### src/rtl/up_datapath.sv
// Execution datapath of the 8-bit accumulator microprocessor: PC, IR, accumulator and
// registered-address RAM, driven by the control unit's per-cycle control word.
module up_datapath #(
    parameter int DATA_W = 8,
    parameter int ADDR_W = 5,
    parameter int DEPTH  = 32
) (
    input  logic              CLOCK,
    input  logic              RESET,
    input  logic              IRload,
    input  logic              JMPmux,
    input  logic              PCload,
    input  logic              Meminst,
    input  logic              MemWr,
    input  logic              Aload,
    input  logic              Sub,
    input  logic [1:0]        Asel,
    input  logic [DATA_W-1:0] Input,
    input  logic              PROG_we,
    input  logic [ADDR_W-1:0] PROG_addr,
    input  logic [DATA_W-1:0] PROG_data,
    output logic [2:0]        IR_op,
    output logic              Aeq0,
    output logic              Apos,
    output logic [DATA_W-1:0] Aout,
    output logic [ADDR_W-1:0] PCout
);

    logic [ADDR_W-1:0] pc;
    logic [ADDR_W-1:0] addr_q;
    logic [ADDR_W-1:0] opr;
    logic [ADDR_W-1:0] amux;
    logic [DATA_W-1:0] ir;
    logic [DATA_W-1:0] a;
    logic [DATA_W-1:0] rdata;
    logic [DATA_W-1:0] alu;
    logic [DATA_W-1:0] a_src;
    logic [DATA_W-1:0] mem [DEPTH];

    assign opr   = ir[ADDR_W-1:0];
    assign amux  = Meminst ? opr : pc;
    assign rdata = mem[addr_q];
    assign alu   = Sub ? (a - rdata) : (a + rdata);

    always_comb begin
        a_src = '0;
        case (Asel)
            2'b00:   a_src = alu;
            2'b01:   a_src = Input;
            2'b10:   a_src = rdata;
            default: a_src = '0;
        endcase
    end

    // All register updates sample pre-edge values, so IRload+PCload and MemWr+Aload
    // in the same cycle each see the old IR / old A.
    always_ff @(posedge CLOCK) begin
        if (RESET) begin
            pc     <= '0;
            ir     <= '0;
            a      <= '0;
            addr_q <= '0;
        end else begin
            addr_q <= amux;
            if (IRload) ir <= rdata;
            if (PCload) pc <= JMPmux ? opr : pc + 1'b1;
            if (Aload)  a  <= a_src;
        end
    end

    // Program loading stays live through reset and wins over a datapath store.
    always_ff @(posedge CLOCK) begin
        if (PROG_we)
            mem[PROG_addr] <= PROG_data;
        else if (MemWr && !RESET)
            mem[amux] <= a;
    end

    assign IR_op = ir[DATA_W-1:DATA_W-3];
    assign Aeq0  = (a == '0);
    assign Apos  = ~a[DATA_W-1];
    assign Aout  = a;
    assign PCout = pc;

endmodule
### config.mk
export PLATFORM = sky130hd
export DESIGN_NAME = up_datapath
export DESIGN_NICKNAME = d
export VERILOG_FILES = /design/src/rtl/up_datapath.sv
export SDC_FILE = /design/constraint.sdc
export NUM_CORES = 1
export LEC_CHECK = 0
export CORE_UTILIZATION = 41
export DETAILED_ROUTE_END_ITERATION = 12
export SKIP_CTS_REPAIR_TIMING = 1
export SYNTH_ARGS = -nofsm -noshare
export SYNTH_HDL_FRONTEND = slang
export SYNTH_SLANG_ARGS = --single-unit
### constraint.sdc
create_clock -name CLOCK -period 6.83 [get_ports CLOCK]
set_input_delay 0.683 -clock CLOCK [delete_from_list [all_inputs] [get_ports CLOCK]]
set_output_delay 0.683 -clock CLOCK [all_outputs]
set_load 0.005 [all_outputs]
; ---- After elaboration in Yosys (flattened, before gate mapping)
; Memories as Yosys holds them, arrays and structs flattened. A register that Yosys moved wholly into a read port is not among the register bits.
; Cells that the tools add are included.
[totals]
reg_bits = 21
memories = 1
wordCells = 28
output_inout_bits = 18
inputBits = 33
ramBits = 256
[memory_table]
columns = name, words, word_bits, rd, rd_clocked_by_memory_dff, write_ports, line_no
row1 = mem, 32, 8, 1, 1, 1, 38  ; logic [DATA_W-1:0] mem [DEPTH];
[op_classes]
bitwise_logic = 1
reduce_logical = 5
n_eq_ne = 2
muxes = 13
n_addsub = 3
[op_table]
columns = operator, count
row1 = case mux 8 bit (3 select lines), 1
row2 = two-way mux 5 bit, 4
row3 = two-way mux 8 bit, 2
row4 = adder 8 bit, 1
row5 = logical NOT 8 bit, 1
row6 = OR reduction 8 bit, 1
row7 = subtractor 8 bit, 1
row8 = two-way mux 1 bit, 6
row9 = "adder 5 x 1 -> 5 bit, second input constant", 1
row10 = "== test 2 x 1 -> 1 bit, second input constant", 1
row11 = "== test 2 bit, second input constant", 1
row12 = logical NOT 2 bit, 1
row13 = logical AND 1 bit, 1
row14 = logical NOT 1 bit, 1
row15 = NOT 1 bit, 1

; ---- Depth between registers and ports, before layout
; Gate-level depths: netlist of run 1.
[logic_depth]
ltp_word = 7
ltp_mapped = 21

; ---- Worst setup path after synthesis of run 1
; OpenSTA, ideal clock, no wires.
[synth_path]
kind = reg-to-reg
startpoint = reg (tool-made name)
endpoint = reg a[7] (netlist: Aout[7])
path_buffers = 3
required_time_ps = 6751
setup_ps = 79
stages_incl_launch_ff = 21
period_less_slack_ps = 4200
arrival_ps = 4120
path_slack_ps = 2630
path_cell_list = dfxtp_1 -> buf_6 -> buf_8 -> buf_12 -> mux4_2 -> a22oi_1 -> o41ai_1 -> nor3_1 -> ha_1 -> nor2_1 -> a21oi_1 -> inv_1 -> ha_1 -> nor2b_1 -> o21ai_0 -> a21oi_1 -> o41ai_1 -> xnor3_1 -> xnor2_1 -> or3_1 -> a211oi_2
[synth_lines]
columns = item, line_no
row1 = "end signal, assigned", 67  ; if (Aload) a <= a_src;
row2 = "end, declared", 34  ; logic [DATA_W-1:0] a;

==> impl_metrics.json, run 1 <==
{
  "final.period_utilization_pct": 78.3,
  "syn_to_final_growth_pct": 14.5,
  "filler_cell_count": 2437,
  "rrSetupSlack_ns": 1.48,
  "cts_made_buffers": 28,
  "cellLeakagePower_nw": 4.31,
  "syn_avg_cell_area_um2": 16.7,
  "pin_count_of_the_biggest_net_entering_global_routing": 54,
  "globalRoute.totalOverflow": 0,
  "period_minus_slack_ns": 5.35,
  "num-nets-final": 802,
  "antenna_cells": 0,
  "chip_height_um": 172,
  "buffer_levels_on_the_longest_clock_path": 3,
  "pwr-share-seq_pct": 50.9,
  "ys_dominant_reg_cell": "sky130_fd_sc_hd__edfxtp_1",
  "clk_pin_slew_worst_paths_ns": 0.06,
  "post_route_cells_drive_above_1_share_pct": 16.7,
  "fp.dieArea_mm2": 0.0296,
  "finalHoldViolations": 0,
  "synth.area.top_cells": "sky130_fd_sc_hd__edfxtp_1, sky130_fd_sc_hd__mux4_2, sky130_fd_sc_hd__dfxtp_1, sky130_fd_sc_hd__nor2_1, sky130_fd_sc_hd__mux2i_1",
  "synth_cells": 712,
  "final_antenna_net_count": 0,
  "floorplan.initialDensity_pct": 42.2,
  "syn-cell-area_mm2": 0.0119,
  "drv_cap": 0,
  "sequential_share_of_the_synthesized_area_pct": 69.2,
  "clock_insertion_delay_worst_skew_ns": 0.56,
  "finalSetupTns_ns": 0,
  "run_status": "complete, no violations",
  "grt_antenna_before_repair": 0,
  "pwr-share-comb_pct": 8.9,
  "port-buffer-count": 50,
  "dp_hpwl_mm": 18.4,
  "gp_congestion": 0.834,
  "sw_frac_of_total_pct": 22.7,
  "grt_pass1_vias": 6764,
  "wirelength_mm": 28.2,
  "timing.final.max_slew_violations": 0,
  "syn_nets": 755,
  "internal-power_mw": 2.98,
  "worst_slew_margin_rel_pct": 23.4,
  "synth_top_cell_by_area": "sky130_fd_sc_hd__edfxtp_1",
  "hold-path-cell-count": 2,
  "clock_sinks": 282,
  "vias_per_cell": 5.73,
  "endpoint_kind": "flip-flop",
  "clock_tree.htree_level_count": 1,
  "iter_0_drt_violations": 639,
  "synth_async_sr_flop_share_pct": 0,
  "critical_path_class": "flip-flop to flip-flop",
  "placeableCoreArea_mm2": 0.0281,
  "critical_path.max_fanout": 35,
  "cts-root-buf": "sky130_fd_sc_hd__clkbuf_16",
  "num_vias": 6635,
  "synth.distinct_cells": 64,
  "synth_warnings": 0,
  "tightestPinTransition_ns": 1.15,
  "critical_path.startpoint_type": "flip-flop",
  "power.share.clock_pct": 40.2,
  "synth-edff-count": 256,
  "power-per-cell-area_mw_per_mm2": 283,
  "io-pin-count": 51,
  "tritoncts": "built",
  "timing.reg2reg.worst_path_depth": 15,
  "ys_ff_latch": 282,
  "placement_rows": 61,
  "first_pass_grt_wire_length_mm": 42.3,
  "firstDrtPassIters": 5,
  "power_switching_uw": 873,
  "fmaxAchievable_mhz": 187,
  "max-vdd-ir-drop_mv": 0.164,
  "post-synth-top-area-fraction_pct": 64.8,
  "rsz0062_at_grt": "no",
  "wl_per_cell_um": 24.4,
  "total_power_consumption_mw": 3.85,
  "worst-endpoint-arrival_ns": 5.79,
  "count_of_final_setup_violators": 0,
  "timing.critical_path.required_ns": 7.28,
  "holdCritPathClass": "flip-flop to flip-flop",
  "grt.total_usage_pct": 19.6,
  "final_routed_drc_violation_total": 0,
  "chipWidth_um": 172,
  "worst_clock_skew_ns": 0.0267
}
state kept, by name, summed over array words and instances, names as in the netlist, named ones only:
| signal | count |
|---|---|
| Aout | 8 |
| mem | 256 |
| PCout | 5 |
| ir | 8 |
cells in the mapped netlist, types with 3 or more instances:
| cell type | instances |
|---|---|
| sky130_fd_sc_hd__nand3b_1 | 3 |
| sky130_fd_sc_hd__clkbuf_1 | 19 |
| sky130_fd_sc_hd__nor3_1 | 5 |
| sky130_fd_sc_hd__buf_4 | 7 |
| sky130_fd_sc_hd__o41ai_1 | 3 |
| sky130_fd_sc_hd__a22oi_1 | 5 |
| sky130_fd_sc_hd__nor4_2 | 3 |
| sky130_fd_sc_hd__edfxtp_1 | 256 |
| sky130_fd_sc_hd__mux2i_1 | 21 |
| sky130_fd_sc_hd__o31ai_1 | 3 |
| sky130_fd_sc_hd__o22ai_1 | 20 |
| sky130_fd_sc_hd__mux4_2 | 57 |
| sky130_fd_sc_hd__xnor2_1 | 6 |
| sky130_fd_sc_hd__nand2_1 | 30 |
| sky130_fd_sc_hd__ha_1 | 9 |
| sky130_fd_sc_hd__buf_2 | 7 |
| sky130_fd_sc_hd__dfxtp_1 | 26 |
| sky130_fd_sc_hd__nand2b_1 | 5 |
| sky130_fd_sc_hd__nand3_1 | 5 |
| sky130_fd_sc_hd__nor2_1 | 84 |
| sky130_fd_sc_hd__nor2b_1 | 13 |
| sky130_fd_sc_hd__o21ai_0 | 18 |
| sky130_fd_sc_hd__and3_1 | 4 |
| sky130_fd_sc_hd__o211ai_1 | 3 |
| sky130_fd_sc_hd__mux2_2 | 10 |
| sky130_fd_sc_hd__a21oi_1 | 9 |
| sky130_fd_sc_hd__a22o_1 | 3 |
| sky130_fd_sc_hd__inv_1 | 14 |
| sky130_fd_sc_hd__a31oi_1 | 3 |
| sky130_fd_sc_hd__buf_6 | 4 |
| sky130_fd_sc_hd__or3b_2 | 3 |
| sky130_fd_sc_hd__a211oi_1 | 12 |
final timing paths:
check                                from       to
worst min-delay path                ir[6]    ir[6]
worst min register to register      ir[6]    ir[6]
worst max-delay path            flip-flop  Aout[7]
worst max register to register  flip-flop  Aout[7]
metrics by stage:
| step | instances | hold WS [ns] | worst slack, ns | instance area [um^2] | utilization [%] |
|---|---|---|---|---|---|
| detailed placement | 1107 | 0.489 | 1.56 | 12700 | 45.1 |
| CTS | 1157 | 0.505 | 1.51 | 13600 | 48.4 |
| global placement | 1107 | 0.478 | 1.78 | 12700 | 45.1 |
| floorplan | 712 | 0.460 | 2.63 | 11900 | - |
| global route | 1157 | 0.542 | 1.15 | 13600 | 48.4 |
| finish | 1157 | 0.503 | 1.48 | 13600 | 48.4 |
cell families (layout without fill, tap and decap cells):
logic type / count (synthesis) / after routing / synth area share [%]
flops: 282 / 282 / 69.2
simple gates: 168 / 168 / 6.84
compound gates: 96 / 96 / 5.57
mux: 91 / 91 / 14.0
buf+inv: 56 / 123 / 2.55
fa+ha+maj: 10 / 10 / 1.12
xor+xnor: 9 / 9 / 0.780
final cells by class:
class                   instances  area [um^2]  share of cell area (%)
inverters                      16         60.1                   0.442
repair buffers                 57          553                    4.07
flip-flops and latches        282         8210                    60.5
multi-input cells             374         3360                    24.7
clock inverters                18          213                    1.57
well taps                     378          473                    3.48
clock buffers                  32          716                    5.27
metal layers:
| layer | wire length (um) | vias up | global-route usage (%) |
|---|---|---|---|
| met2 | 13400 | 238 | 31.6 |
| li1 | - | 2909 | - |
| met1 | 12200 | 3436 | 27.4 |
| met4 | 678 | 0 | 5.77 |
| met5 | 0 | - | 0 |
| met3 | 1990 | 52 | 3.48 |
layout by cell type, fill, tap and decap left out, drive strengths merged, types with 4 or more instances in the layout:
cell,count
nand2b,5
and3,4
nor3,6
nand3,5
buf,7
clkdlybuf4s50,50
mux2i,21
clkbuf,32
nor2,84
a21oi,9
a22oi,5
mux4,58
xnor2,6
o21ai,19
inv,15
edfxtp,256
nor4,5
bufinv,4
ha,9
o22ai,20
a211oi,13
nand2,30
mux2,12
nor2b,13
o31ai,4
clkinv,15
dfxtp,26
power groups by stage:
stage	Sequential (mW)	Combinational, mW	Clock (mW)
after global routing	1.96	0.373	1.64
after CTS	1.96	0.345	1.57
final	1.96	0.344	1.55
after floorplan	1.97	0.245	0
after detailed placement	2.00	0.345	0
after global placement	2.00	0.336	0
worst max-delay path, stage by stage, from the launching register on:
cell                       delay [ns]
sky130_fd_sc_hd__dfxtp_2         0.99
sky130_fd_sc_hd__buf_4           0.37
sky130_fd_sc_hd__mux4_2          0.33
sky130_fd_sc_hd__o22ai_1         0.41
sky130_fd_sc_hd__nor4_2          0.17
sky130_fd_sc_hd__nor4_1          0.59
sky130_fd_sc_hd__a21oi_1         0.19
sky130_fd_sc_hd__xnor2_1         0.19
sky130_fd_sc_hd__ha_1            0.35
sky130_fd_sc_hd__o21ai_0         0.20
sky130_fd_sc_hd__a21oi_1         0.08
sky130_fd_sc_hd__o41ai_1         0.36
sky130_fd_sc_hd__xnor3_1         0.29
sky130_fd_sc_hd__xnor2_1         0.14
sky130_fd_sc_hd__or3_1           0.33
sky130_fd_sc_hd__a211oi_2        0.22
(Power assumes the default switching activity.)
==> run 2: changes to the inputs <==
clock period = 5.06 ns   (was 6.83 ns; I/O delays follow)
==> impl_metrics.json, run 2 (synthesis gave the netlist of run 1 again) <==
{
  "run_status": "complete, no violations",
  "iter_0_drt_violations": 680,
  "final_antenna_net_count": 0,
  "final_routed_drc_violation_total": 0,
  "tritoncts": "built",
  "grt_pass1_vias": 6697,
  "fp.dieArea_mm2": 0.0296,
  "critical_path.startpoint_type": "flip-flop",
  "dp_hpwl_mm": 18.4,
  "first_pass_grt_wire_length_mm": 41.8,
  "endpoint_kind": "flip-flop",
  "floorplan.initialDensity_pct": 42.2,
  "holdCritPathClass": "flip-flop to flip-flop",
  "chipWidth_um": 172,
  "clk_pin_slew_worst_paths_ns": 0.07,
  "most_common_cell_after_layout_fill_and_taps_aside": "sky130_fd_sc_hd__edfxtp_1",
  "rsz0062_at_grt": "no",
  "clock_sinks": 282,
  "filler_cell_count": 2366,
  "pre_cts_ws_ns": 0.410,
  "firstDrtPassIters": 5,
  "worst_clock_skew_ns": 0.0124,
  "port-buffer-count": 50,
  "clock_insertion_delay_worst_skew_ns": 0.54,
  "finalSetupTns_ns": 0,
  "globalRoute.totalOverflow": 0,
  "pin_count_of_the_biggest_net_entering_global_routing": 33,
  "num_vias": 6773,
  "clock_tree.htree_level_count": 1,
  "placed_cells_incl_taps": 1131,
  "vias_per_cell": 5.73,
  "registers.top_by_ff_count": "mem",
  "cts_made_buffers": 29,
  "grt.total_usage_pct": 19.3,
  "placeableCoreArea_mm2": 0.0281,
  "wl_per_cell_um": 23.4,
  "area_taken_by_multi_input_logic_gates_mm2": 0.00336,
  "drv_cap": 0,
  "buffer_levels_on_the_longest_clock_path": 3,
  "timing.final.max_slew_violations": 0,
  "tightestPinTransition_ns": 0.984,
  "period_minus_slack_ns": 4.71,
  "utilization_pct": 49.0,
  "power-per-cell-area_mw_per_mm2": 377,
  "antenna_cells": 0,
  "cts-root-buf": "sky130_fd_sc_hd__clkbuf_16",
  "post_route_cells_drive_above_1_share_pct": 19.0,
  "total_power_consumption_mw": 5.18,
  "timing.critical_path.required_ns": 5.53,
  "num-nets-final": 827,
  "chip_height_um": 172,
  "largest_register_ffs": 256,
  "worst-endpoint-arrival_ns": 5.18,
  "post_layout_nonfiller_instances": 1183,
  "cellLeakagePower_nw": 4.43,
  "most-common-layout-cells": "sky130_fd_sc_hd__edfxtp_1, sky130_fd_sc_hd__nor2_1, sky130_fd_sc_hd__mux4_2",
  "io-pin-count": 51,
  "gp_congestion": 0.897,
  "finalHoldViolations": 0,
  "critical_path_class": "flip-flop to flip-flop",
  "wirelength_mm": 27.7,
  "syn_to_final_growth_pct": 16.0,
  "register_area_mm2": 0.00821,
  "grt_antenna_before_repair": 0,
  "worst_slew_margin_rel_pct": 34.2,
  "worst_slack_ns": 0.348,
  "placement_rows": 61,
  "max-vdd-ir-drop_mv": 0.212,
  "final.period_utilization_pct": 93.1,
  "critical_path.max_fanout": 21,
  "count_of_final_setup_violators": 0,
  "fmaxAchievable_mhz": 212
}
==> run 2: through the flow <==
| step | hold slack [ns] | instance area (um^2) |
|---|---|---|
| 2_1_floorplan | 0.460 | 11900 |
| 3_3_place_gp | 0.478 | 12800 |
| 3_5_place_dp | 0.490 | 12800 |
| 4_1_cts | 0.505 | 13800 |
| 5_1_grt | 0.539 | 13800 |
| 6_report | 0.507 | 13800 |
==> run 2: path summary, 6_finish.rpt <==
kind | start | depth (start not counted) | end | slack, ns
hold reg to reg | ir[5] | 2 | ir[5] | 0.51
setup / recovery | flip-flop | 17 | Aout[7] | 0.35
setup reg to reg | flip-flop | 17 | Aout[7] | 0.35
hold / removal | ir[5] | 2 | ir[5] | 0.51
==> run 2: worst max-delay path: stages (launching register included) <==
cell                        delay (ns)
sky130_fd_sc_hd__dfxtp_1          0.92
sky130_fd_sc_hd__a2111oi_0        0.17
sky130_fd_sc_hd__o41ai_1          0.69
sky130_fd_sc_hd__nor3_1           0.10
sky130_fd_sc_hd__buf_4            0.19
sky130_fd_sc_hd__ha_1             0.27
sky130_fd_sc_hd__nor2_1           0.04
sky130_fd_sc_hd__a21oi_1          0.21
sky130_fd_sc_hd__inv_1            0.07
sky130_fd_sc_hd__ha_1             0.27
sky130_fd_sc_hd__nor2b_1          0.12
sky130_fd_sc_hd__o21ai_0          0.21
sky130_fd_sc_hd__a21oi_1          0.13
sky130_fd_sc_hd__o41ai_1          0.30
sky130_fd_sc_hd__xnor3_1          0.28
sky130_fd_sc_hd__xnor2_1          0.12
sky130_fd_sc_hd__or3_1            0.33
sky130_fd_sc_hd__a211oi_2         0.21
==> run 2: routing by layer <==
layer / track usage (%) / vias to the layer above / wire, um
li1: - / 2958 / -
met1: 27.0 / 3482 / 11800
met2: 30.5 / 282 / 12800
met3: 3.16 / 51 / 2090
met4: 6.62 / 0 / 904
met5: 0 / - / 0
==> run 2: cell type report <==
type	count	area share (%)
flip-flops and latches	282	59.7
multi-input cells	374	24.4
clock buffers	35	5.44
repair buffers	81	5.42
well taps	378	3.44
clock inverters	17	1.18
inverters	16	0.436
==> run 2: power breakdown <==
part | switching (mW) | total [mW] | internal, mW | leakage, nW
Sequential | 0.0393 | 2.64 | 2.60 | 2.53
Clock | 0.859 | 2.06 | 1.20 | 0.445
Combinational | 0.274 | 0.488 | 0.214 | 1.46
Total | 1.17 | 5.18 | 4.01 | 4.43
